--- config.mk ---
export PLATFORM = sky130hd
export DESIGN_NAME = fft_frame_ctrl
export DESIGN_NICKNAME = d
export VERILOG_FILES = /design/src/rtl/fft_pkg.sv /design/src/rtl/sample_fifo.sv /design/src/rtl/fft_frame_ctrl.sv
export SDC_FILE = /design/constraint.sdc
export NUM_CORES = 1
export LEC_CHECK = 0
export BUFFER_PORTS_ARGS = -buffer_cell sky130_fd_sc_hd__buf_2
export CORE_MARGIN = 5
export CORE_UTILIZATION = 60
export CTS_CLUSTER_DIAMETER = 120
export DETAILED_ROUTE_END_ITERATION = 8
export PLACE_DENSITY = 0.86
export SLEW_MARGIN = 10
export SYNTH_ARGS = -nofsm -noshare
export SYNTH_HDL_FRONTEND = slang
export SYNTH_SLANG_ARGS = --single-unit
--- constraint.sdc ---
create_clock -name clk_in -period 4.5 [get_ports clk_in]
set_input_delay 0.45 -clock clk_in [delete_from_list [all_inputs] [get_ports clk_in]]
set_output_delay 0.45 -clock clk_in [all_outputs]
set_load 0.05 [all_outputs]
--- src/rtl/fft_pkg.sv ---
// Shared types and defaults for the FFT frame sequencer.
package fft_pkg;

    localparam int          FFT_SIZE_DEF = 4096;
    localparam int          IDX_W        = $clog2(FFT_SIZE_DEF);
    localparam logic [15:0] CFG_WORD_DEF = 16'h0001;

    typedef enum logic [1:0] {
        IDLE = 2'd0,
        CFG  = 2'd1,
        RUN  = 2'd2,
        PAD  = 2'd3
    } fsm_state_t;

endpackage

--- src/rtl/sample_fifo.sv ---
// Small synchronous sample buffer. A push while full is accepted only when a
// pop happens in the same cycle, so a full FIFO can stream at one per cycle.
module sample_fifo #(
    parameter int DEPTH = 16,
    parameter int W     = 8
) (
    input  logic         clk_in,
    input  logic         rst_in,
    input  logic         push,
    input  logic [W-1:0] wr_data,
    input  logic         pop,
    output logic         full,
    output logic         empty,
    output logic [W-1:0] head
);

    localparam int AW = $clog2(DEPTH);

    logic [W-1:0] mem [DEPTH];
    logic [AW:0]  wr_ptr;
    logic [AW:0]  rd_ptr;
    logic         push_ok;
    logic         pop_ok;

    assign empty   = (wr_ptr == rd_ptr);
    assign full    = (wr_ptr[AW] != rd_ptr[AW]) && (wr_ptr[AW-1:0] == rd_ptr[AW-1:0]);
    assign pop_ok  = pop && !empty;
    assign push_ok = push && (!full || pop_ok);
    assign head    = mem[rd_ptr[AW-1:0]];

    // Pointer update; the extra MSB distinguishes full from empty.
    always_ff @(posedge clk_in) begin
        if (!rst_in) begin
            wr_ptr <= '0;
            rd_ptr <= '0;
        end else begin
            if (push_ok) wr_ptr <= wr_ptr + 1'b1;
            if (pop_ok)  rd_ptr <= rd_ptr + 1'b1;
        end
    end

    // Storage array; contents are don't-care until written.
    always_ff @(posedge clk_in) begin
        if (push_ok) mem[wr_ptr[AW-1:0]] <= wr_data;
    end

endmodule

--- src/rtl/fft_frame_ctrl.sv ---
// Sequencer between the audio sample source and the FFT core: configures the
// core, frames buffered samples with tlast, zero-pads on stop, and tracks the
// bin index on the core's output stream.
//
// Handshake rule on every stream: a beat transfers on a clock edge where valid
// and ready are both high; once valid is raised, valid and data hold steady
// until that transfer, and ready may change freely.
module fft_frame_ctrl
    import fft_pkg::*;
#(
    parameter int          FFT_SIZE   = FFT_SIZE_DEF,
    parameter int          FIFO_DEPTH = 16,
    parameter logic [15:0] CFG_WORD   = CFG_WORD_DEF
) (
    input  logic                        clk_in,
    input  logic                        rst_in,
    input  logic                        enable_in,
    input  logic                        clear_in,
    input  logic [7:0]                  sample_in,
    input  logic                        sample_valid_in,
    output logic [15:0]                 cfg_tdata_out,
    output logic                        cfg_tvalid_out,
    input  logic                        cfg_tready_in,
    output logic [15:0]                 fft_tdata_out,
    output logic                        fft_tvalid_out,
    output logic                        fft_tlast_out,
    input  logic                        fft_tready_in,
    input  logic                        bin_tvalid_in,
    input  logic                        bin_tlast_in,
    output logic                        bin_tready_out,
    input  logic                        consumer_ready_in,
    output logic [$clog2(FFT_SIZE)-1:0] bin_index_out,
    output logic                        frame_in_done_out,
    output logic                        frame_out_done_out,
    output logic                        overflow_out,
    output logic                        misalign_out,
    output logic                        busy_out,
    output logic [1:0]                  state_dbg_out
);

    localparam int             IW       = $clog2(FFT_SIZE);
    localparam logic [IW-1:0]  LAST_IDX = IW'(FFT_SIZE - 1);

    fsm_state_t    state;
    logic [IW-1:0] sample_cnt;
    logic          fifo_push;
    logic          fifo_pop;
    logic          fifo_full;
    logic          fifo_empty;
    logic [7:0]    fifo_head;
    logic          fft_hs;
    logic          pad_done;
    logic          overflow_set;
    logic          bin_hs;
    logic          bin_at_last;
    logic          misalign_set;

    sample_fifo #(
        .DEPTH (FIFO_DEPTH),
        .W     (8)
    ) u_fifo (
        .clk_in  (clk_in),
        .rst_in  (rst_in),
        .push    (fifo_push),
        .wr_data (sample_in),
        .pop     (fifo_pop),
        .full    (fifo_full),
        .empty   (fifo_empty),
        .head    (fifo_head)
    );

    // Input side: FIFO head drives the core; PAD emits zeros once the FIFO drains.
    // A PAD cycle with count 0 and an empty FIFO means the frame is already closed.
    assign pad_done       = (sample_cnt == '0) && fifo_empty;
    assign fifo_push      = (state == RUN) && sample_valid_in;
    assign fft_tvalid_out = ((state == RUN) && !fifo_empty) || ((state == PAD) && !pad_done);
    assign fft_tdata_out  = fifo_empty ? 16'h0000 : {8'h00, fifo_head};
    assign fft_tlast_out  = (sample_cnt == LAST_IDX) && fft_tvalid_out;
    assign fft_hs         = fft_tvalid_out && fft_tready_in;
    assign fifo_pop       = fft_hs && !fifo_empty;
    assign overflow_set   = fifo_push && fifo_full && !fifo_pop;

    // Output side: bins are discarded while idle so in-flight frames drain.
    assign bin_tready_out = (state == IDLE) ? 1'b1 : consumer_ready_in;
    assign bin_hs         = bin_tvalid_in && bin_tready_out;
    assign bin_at_last    = (bin_index_out == LAST_IDX);
    assign misalign_set   = bin_hs && (bin_tlast_in != bin_at_last);

    assign busy_out       = (state != IDLE);
    assign state_dbg_out  = state;

    // Control FSM with registered config-channel outputs.
    always_ff @(posedge clk_in) begin
        if (!rst_in) begin
            state          <= IDLE;
            cfg_tvalid_out <= 1'b0;
            cfg_tdata_out  <= 16'h0000;
        end else begin
            case (state)
                IDLE: begin
                    if (enable_in) begin
                        state          <= CFG;
                        cfg_tvalid_out <= 1'b1;
                        cfg_tdata_out  <= CFG_WORD;
                    end
                end
                CFG: begin
                    if (cfg_tready_in) begin
                        cfg_tvalid_out <= 1'b0;
                        cfg_tdata_out  <= 16'h0000;
                        state          <= enable_in ? RUN : IDLE;
                    end
                end
                RUN: begin
                    if (!enable_in) state <= pad_done ? IDLE : PAD;
                end
                PAD: begin
                    if ((fft_hs && fft_tlast_out && fifo_empty) || pad_done) state <= IDLE;
                end
                default: state <= IDLE;
            endcase
        end
    end

    // Position within the current input frame plus the frame-complete pulse.
    always_ff @(posedge clk_in) begin
        if (!rst_in) begin
            sample_cnt        <= '0;
            frame_in_done_out <= 1'b0;
        end else begin
            frame_in_done_out <= fft_hs && fft_tlast_out;
            if (fft_hs) sample_cnt <= (sample_cnt == LAST_IDX) ? '0 : sample_cnt + 1'b1;
        end
    end

    // Sticky overflow; a new drop in the clear cycle keeps the flag set.
    always_ff @(posedge clk_in) begin
        if (!rst_in)           overflow_out <= 1'b0;
        else if (overflow_set) overflow_out <= 1'b1;
        else if (clear_in)     overflow_out <= 1'b0;
    end

    // Bin index tracking; core tlast realigns the index to zero.
    always_ff @(posedge clk_in) begin
        if (!rst_in) begin
            bin_index_out      <= '0;
            frame_out_done_out <= 1'b0;
        end else begin
            frame_out_done_out <= bin_hs && bin_tlast_in;
            if (bin_hs) bin_index_out <= (bin_tlast_in || bin_at_last) ? '0 : bin_index_out + 1'b1;
        end
    end

    // Sticky misalignment between core tlast and the tracked index.
    always_ff @(posedge clk_in) begin
        if (!rst_in)           misalign_out <= 1'b0;
        else if (misalign_set) misalign_out <= 1'b1;
        else if (clear_in)     misalign_out <= 1'b0;
    end

endmodule

==> results of run 1 <==
[cells in the final DEF (no fill, tap or decap), drive strengths merged, types with 2 or more instances in the layout]
master,n
xor2,13
buf,51
mux4,40
a21oi,16
o21ai,8
nand2b,4
o31ai,3
or3,5
mux2i,5
clkinvlp,2
inv,12
o311ai,2
edfxtp,128
nor2b,17
xnor2,12
conb,23
o2111ai,2
and2,6
ha,9
and3,16
o31a,3
clkbuf,19
dfxtp,45
nor2,29
clkinv,5
nand4,8
nor3,8
and4,4
nand2,20
bufinv,3
or4,4
nand3,8
[stage by stage]
| step | setup WS, ps | hold slack (ps) |
|---|---|---|
| final | 1010 | 296 |
| after CTS | 930 | 274 |
| after floorplan | 1420 | 467 |
| after global placement | 1530 | 465 |
| after detailed placement | 1450 | 468 |
| after global routing | 796 | 294 |
[layout make-up]
type / instances / area, sq um
fill: 791 / 3780
tap: 147 / 184
inverter: 9 / 33.8
sequential: 173 / 4750
clock buffer: 19 / 433
timing repair buffer: 51 / 260
multi-input combinational: 276 / 2410
clock inverter: 13 / 160
[layer usage]
| layer | global-route usage | up-vias | part of all wire |
|---|---|---|---|
| li1 | - | 1884 | - |
| met2 | 0.368 | 179 | 0.51 |
| met5 | 0 | - | 0 |
| met3 | 0.0575 | 31 | 0.065 |
| met4 | 0.0984 | 0 | 0.027 |
| met1 | 0.272 | 2103 | 0.40 |
[registers in the layout (all words and copies together), names as in the netlist, named ones only]
register / count
u_fifo.wr_ptr: 5
frame_in_done_out: 1
bin_index_out: 12
misalign_out: 1
overflow_out: 1
u_fifo.rd_ptr: 5
frame_out_done_out: 1
u_fifo.mem: 128
cfg_tvalid_out: 1
state_dbg_out: 2
sample_cnt: 12
[how the worst min path moves through the flow]
stage                              end           start  slack (ps)  cells past startpoint
finish              frame_out_done_out    bin_tlast_in         300                      3
global placement          overflow_out    overflow_out         460                      2
detailed placement        overflow_out    overflow_out         470                      2
global route        frame_out_done_out    bin_tlast_in         290                      3
CTS                   state_dbg_out[1]       enable_in         270                      3
floorplan               sample_cnt[10]  sample_cnt[10]         470                      2
[worst max-delay path: cells and delay by family, from the launching register on]
kind / cells / cell delay (ps)
and+or+nand+nor: 1 / 140
muxes: 2 / 1070
DFF: 1 / 690
buffers and inverters: 2 / 700
[kinds of logic after synthesis]
group	Yosys count	synth area share
AO/OA/AOI/OAI	42	0.0430
flip-flops	173	0.645
other	1	0.000510
AND/OR/NAND/NOR	132	0.0981
buffers and inverters	52	0.0394
multiplexers	45	0.129
XOR/XNOR	25	0.0298
adder cells (fa/ha/maj)	9	0.0153
[power by group through the flow]
| stage | sequential [mW] | combinational, mW | clock, mW |
|---|---|---|---|
| global placement | 1.75 | 0.122 | 0 |
| CTS | 1.72 | 0.126 | 1.50 |
| floorplan | 1.77 | 0.0955 | 0 |
| global route | 1.72 | 0.136 | 1.58 |
| detailed placement | 1.75 | 0.126 | 0 |
| finish | 1.72 | 0.127 | 1.47 |
==> flow_summary.ini, run 1 <==
[outcome]
outcome = finished, final reports clean

[final_layout]
nNetsFinal = 555
final_cells = 688
layout-drive-gt1-share = 0.255
n_antenna_cell = 0
fin_area_sq_um = 8230
final_util = 0.685
area_delta_synth_final_pct = 11.8

[pwr]
p_sw_mw = 0.711
p_int_mw = 2.61
vdd_drop_max_mv = 0.237
power_density_nw_per_um2 = 403
p_sw_frac = 0.214
p_leak_nw = 2.85
p_clk_frac = 0.444
p_total_mw = 3.32
seq_power_share = 0.518
power_frac_comb = 0.038

[placement]
dp.cells = 656
placed_cell_area_sq_um = 7640
port_buffers = 49
gp_congestion = 0.826
hpwl_mm = 9.36

[timing]
drv_slew = 0
fin_skew_ps = 6.79
final-setup-viol-count = 0
period_needed_ps = 3490
rsz0062_at_grt = false
max_freq_ghz = 0.287
finalHoldViolations = 0
tightest_slew_ps = 1120
slew_headroom = 0.252
fin_setup_tns_ps = 0
fin_crit_sh = 0.775

[worst_setup_path]
crit_fanout = 19
slowest_delay_ps = 690
crit_type = reg -> out
worst-r2r-cell-count = 4
critPathSlowestCell = dfxtp_2
r2r_slack_ps = 2000
crit_top_cell = mux4_2
critPathCapture = fft_tdata_out[4]
crit_arrival_ps = 3040
setup.worst_path.end_class = primary output
crit_chain = buf_4 -> mux4_2 -> mux4_2 -> nor2b_1 -> buf_2
timing.rr.end = u_fifo.mem[11][0]
startpoint_type = flop
cp.required_ps = 4050
worstReg2RegStart = state_dbg_out[1]

[floorplanning]
core_sq_um = 12000
die_area_sq_um = 14600
die_width_um = 121
std_cell_rows = 40
die_h_um = 121
io_pins = 73
initial_core_util = 0.613

[drt]
drc_errors = 0
drtPass1Iterations = 5
routed_wl_mm = 15.2
wl_per_cell_um = 22.1
via_per_inst = 6.10
postRouteAntennaNets = 0
num_vias = 4197
drt_iter0_markers = 310

[yosys]
synth_area_leaders = edfxtp_1 (52%), dfxtp_1 (12%), mux4_2 (12%)
yosys-top-cells-count = edfxtp_1 (128), dfxtp_1 (45), mux4_2 (40)
synth-async-reset-ratio = 0
synthFlopType = edfxtp_1
syn_inst = 479
synthesis.area_sq_um = 7360
synth-seq-cells = 173
synth_most_common_cell = edfxtp_1
synth.avg_cell_area_sq_um = 15.4
synth_top_cell_area_share = 0.522
yosysTopAreaCell = edfxtp_1
synth_warnings = 0
yosysSeqAreaShare = 0.645
synth_cell_types = 52
synth_edf_count = 128

[clocking]
clock_path_buffers = 2
htree_num_levels = 4
cts_resized = 0
hold_buffers = 0
cts-root-buf = clkbuf_16
cts_buffers = 17
postCtsSetupBuffers = 0
clkTransAtPathRegs_ps = 70
cts_tree = yes
clock_latency_ps = 430
cts.sinks = 173

[global_routing]
grt.overflow.total = 0
grt_pass1_wl_mm = 23.6
grt_max_degree = 33
antenna_found_initial = 0
grt_usage = 0.221
grt_pass1_vias = 4333

[run]
max_cap_violations = 0

[hold_path]
hold_path_class = in -> reg
(Power assumes the default switching activity.)
==> run 2, diff against run 1 <==
--- a/config.mk
+++ b/config.mk
@@ -7,10 +7,10 @@
 export LEC_CHECK = 0
 export BUFFER_PORTS_ARGS = -buffer_cell sky130_fd_sc_hd__buf_2
 export CORE_MARGIN = 5
-export CORE_UTILIZATION = 60
+export CORE_UTILIZATION = 53
 export CTS_CLUSTER_DIAMETER = 120
 export DETAILED_ROUTE_END_ITERATION = 8
-export PLACE_DENSITY = 0.86
+export PLACE_DENSITY = 0.81
 export SLEW_MARGIN = 10
 export SYNTH_ARGS = -nofsm -noshare
 export SYNTH_HDL_FRONTEND = slang
==> constraint.sdc (replaced) <==
create_clock -name clk_in -period 3.09 [get_ports clk_in]
set_input_delay 0.309 -clock clk_in [delete_from_list [all_inputs] [get_ports clk_in]]
set_output_delay 0.309 -clock clk_in [all_outputs]
set_load 0.05 [all_outputs]
==> flow_summary.ini, run 2 (synthesis results as in run 1) <==
[outcome]
outcome = finished, final reports clean

[floorplanning]
std_cell_rows = 43
core_sq_um = 13800
initial_core_util = 0.534
die_width_um = 128
die_h_um = 128
io_pins = 73
die_area_sq_um = 16300

[final_layout]
final_cells = 731
largest_register_ff_count = 128
layout_common_cells = edfxtp_1 (128), buf_2 (49), dfxtp_1 (44)
final_common_cell = edfxtp_1
layout-drive-gt1-share = 0.275
area_delta_synth_final_pct = 13.9
nNetsFinal = 564
fin_area_sq_um = 8380
final_util = 0.608

[drt]
wl_per_cell_um = 20.4
drtPass1Iterations = 5
postRouteAntennaNets = 0
drc_errors = 0
drt_iter0_markers = 299
routed_wl_mm = 14.9
via_per_inst = 5.75
num_vias = 4202

[worst_setup_path]
critPathSlowestCell = dfxtp_2
crit_top_cell = mux4_2
r2r_slack_ps = 600
cp.required_ps = 2780
crit_fanout = 12
crit_type = reg -> out
path_buf_inv = 2
startpoint_type = flop
critPathCapture = fft_tdata_out[0]
worstReg2RegStart = state_dbg_out[1]
slowest_delay_ps = 600
crit_chain = buf_12 -> mux4_2 -> mux4_2 -> nor2b_1 -> buf_2
cp_num_cells = 5
crit_arrival_ps = 2590
setup.worst_path.end_class = primary output
critical-path-top-delay-family = multiplexers
timing.rr.end = u_fifo.mem[1][4]
worst-r2r-cell-count = 4

[timing]
period_needed_ps = 2900
final-setup-viol-count = 0
fin_setup_tns_ps = 0
fin_ws_ps = 190
rsz0062_at_grt = false
drv_slew = 0
finalHoldViolations = 0
fin_skew_ps = 6.52
fin_crit_sh = 0.938
tightest_slew_ps = 687
max_freq_ghz = 0.345
slew_headroom = 0.541
whs_ps = 135

[global_routing]
grt.overflow.total = 0
grt_usage = 0.192
grt_pass1_vias = 4231
grt_pass1_wl_mm = 23.2
grt_max_degree = 33
antenna_found_initial = 1

[placement]
place_ws_ps = 608
dp.cells = 698
port_buffers = 49
placed_cell_area_sq_um = 7760
hpwl_mm = 9.57
gp_congestion = 0.841

[clocking]
cts_tree = yes
clock_latency_ps = 430
cts_buffers = 17
clkTransAtPathRegs_ps = 60
hold_buffers = 0
clock_path_buffers = 2
cts-root-buf = clkbuf_16
cts.sinks = 173
cts_resized = 0
htree_num_levels = 4
postCtsSetupBuffers = 0

[run]
max_cap_violations = 0

[pwr]
p_total_mw = 4.88
p_leak_nw = 2.90
power_density_nw_per_um2 = 583
vdd_drop_max_mv = 0.389

[hold_path]
hold_path_class = in -> reg
==> run 2: worst min-delay path, delay by kind of cell <==
kind | cells | cell delay (ps)
and+or+nand+nor | 1 | 50
buffers and inverters | 2 | 150
==> run 2: final cells by class <==
cell class	count	area [sq um]
Clock inverter	15	186
Fill cell	1031	5390
Inverter	9	33.8
Tap cell	180	225
Antenna cell	1	2.50
Sequential cell	173	4750
Timing Repair Buffer	60	353
Multi-Input combinational cell	276	2410
Clock buffer	17	425
==> run 2: worst min path at each step <==
| stage | start | to | slack [ps] | cells after the start |
|---|---|---|---|---|
| detailed placement | overflow_out | overflow_out | 460 | 2 |
| CTS | bin_tlast_in | frame_out_done_out | 120 | 3 |
| global placement | overflow_out | overflow_out | 470 | 2 |
| global route | bin_tlast_in | frame_out_done_out | 130 | 3 |
| floorplan | sample_in[0] | u_fifo.mem[0][0] | 410 | 0 |
| finish | bin_tlast_in | frame_out_done_out | 140 | 3 |
==> run 2: where the power goes <==
group / switching, mW / internal, mW
Sequential: 0.00828 / 2.50
Combinational: 0.154 / 0.0319
Clock: 0.913 / 1.28
Total: 1.07 / 3.81
==> run 2: per-layer routing <==
metal	global-route usage	wire length, um	up-vias
li1	-	-	1903
met1	0.237	5850	2091
met2	0.317	7600	178
met3	0.0604	1040	30
met4	0.0755	387	0
met5	0	0	-
==> run 3, diff against run 2 <==
--- a/config.mk
+++ b/config.mk
@@ -6,11 +6,12 @@
 export NUM_CORES = 1
 export LEC_CHECK = 0
 export BUFFER_PORTS_ARGS = -buffer_cell sky130_fd_sc_hd__buf_2
+export CORE_ASPECT_RATIO = 0.9
 export CORE_MARGIN = 5
 export CORE_UTILIZATION = 53
 export CTS_CLUSTER_DIAMETER = 120
 export DETAILED_ROUTE_END_ITERATION = 8
-export PLACE_DENSITY = 0.81
+export PLACE_DENSITY = 0.76
 export SLEW_MARGIN = 10
 export SYNTH_ARGS = -nofsm -noshare
 export SYNTH_HDL_FRONTEND = slang
==> flow_summary.ini, run 3 (synthesis results as in run 1) <==
[final_layout]
largest_register_ff_count = 128
layout_common_cells = edfxtp_1 (128), buf_2 (49), dfxtp_1 (44)
fin_area_sq_um = 8330
area_delta_synth_final_pct = 13.2
n_antenna_cell = 0
nNetsFinal = 563
layout-drive-gt1-share = 0.273
final_cells = 717
final_common_cell = edfxtp_1

[global_routing]
grt.overflow.total = 0
grt_max_degree = 33
grt_pass1_wl_mm = 23.1
grt_usage = 0.188
grt_pass1_vias = 4218
antenna_found_initial = 0

[placement]
dp.cells = 685
port_buffers = 49
hpwl_mm = 9.34
gp_congestion = 0.813
placed_cell_area_sq_um = 7730

[drt]
wl_per_cell_um = 20.2
drt_iter0_markers = 326
postRouteAntennaNets = 0
via_per_inst = 5.74
drtPass1Iterations = 4
num_vias = 4115
routed_wl_mm = 14.5
drc_errors = 0

[floorplanning]
die_width_um = 134
die_area_sq_um = 16300
die_h_um = 122
io_pins = 73
initial_core_util = 0.547
core_sq_um = 13500
std_cell_rows = 40

[worst_setup_path]
cp.required_ps = 2780
startpoint_type = flop
crit_type = reg -> out
startpoint = sample_cnt[0]
crit_fanout = 14
r2r_slack_ps = 700
worstReg2RegStart = u_fifo.wr_ptr[2]
worst-r2r-cell-count = 4
crit_arrival_ps = 2520
setup.worst_path.end_class = primary output

[timing]
finalHoldViolations = 0
rsz0062_at_grt = false
max_freq_ghz = 0.353
drv_slew = 0
tightest_slew_ps = 677
period_needed_ps = 2830
fin_setup_tns_ps = 0
fin_skew_ps = 10.1
final-setup-viol-count = 0
slew_headroom = 0.547
fin_crit_sh = 0.916

[pwr]
power_frac_comb = 0.038
vdd_drop_max_mv = 0.325
seq_power_share = 0.516
p_leak_nw = 2.90
p_sw_frac = 0.228
power_density_nw_per_um2 = 582
p_int_mw = 3.75
p_total_mw = 4.85
p_sw_mw = 1.10
p_clk_frac = 0.446

[clocking]
clock_latency_ps = 430
cts_buffers = 17
htree_num_levels = 4
cts-root-buf = clkbuf_16
hold_buffers = 0
cts_tree = yes
clkTransAtPathRegs_ps = 70
cts.sinks = 173
clock_path_buffers = 2
postCtsSetupBuffers = 0
cts_resized = 0

[hold_path]
worstHoldStart = bin_tlast_in
hold_path_class = in -> reg
whs_path_depth = 3

[run]
max_cap_violations = 0

[outcome]
outcome = finished, final reports clean
==> run 3: cell count changes in the layout (fill, tap and decap cells not counted) <==
cell        before  now
buf_12           2    1
bufinv_16        3    2
clkinv_4         1    3
clkinvlp_4       6    2
diode_2          1    0
inv_8            1    4
==> run 3: area by class of cell <==
type,instances,area (sq um)
sequential,173,4750
tap,168,210
clock inverter,15,178
clock buffer,17,425
timing repair buffer,59,333
fill,969,5130
inverter,9,33.8
multi-input combinational,276,2410
==> run 3: worst paths after layout <==
kind,end
max reg2reg,u_fifo.mem[1][1]
min reg2reg,overflow_out
max,fft_tlast_out
min,frame_out_done_out
==> run 3: critical path, stage by stage, from the launching register on <==
cell	delay, ps
dfxtp_1	350
inv_1	80
ha_1	140
or4b_1	460
o31a_1	340
nor3_2	110
buf_4	210
nor2b_1	70
and2_1	150
buf_2	200
==> run 3: per-stage QoR <==
stage,hold slack (ps),utilization,setup WS [ps]
floorplan,408,-,151
global placement,458,0.574,725
detailed placement,462,0.574,707
CTS,119,0.619,240
global route,157,0.619,65.6
finish,141,0.619,258
==> run 3: power by group through the flow <==
stage	logic (mW)	registers [mW]	clock network (mW)
2_1_floorplan	0.139	2.57	0
3_3_place_gp	0.180	2.55	0
3_5_place_dp	0.185	2.55	0
4_1_cts	0.185	2.50	2.19
5_1_grt	0.199	2.50	2.30
6_report	0.186	2.50	2.16
==> run 3: layer usage <==
layer | GRT usage | part of all wire | routed length, um
met1 | 0.256 | 0.44 | 6350
met5 | 0 | 0 | 0
met3 | 0.0508 | 0.068 | 983
met2 | 0.296 | 0.48 | 6930
met4 | 0.0636 | 0.016 | 235
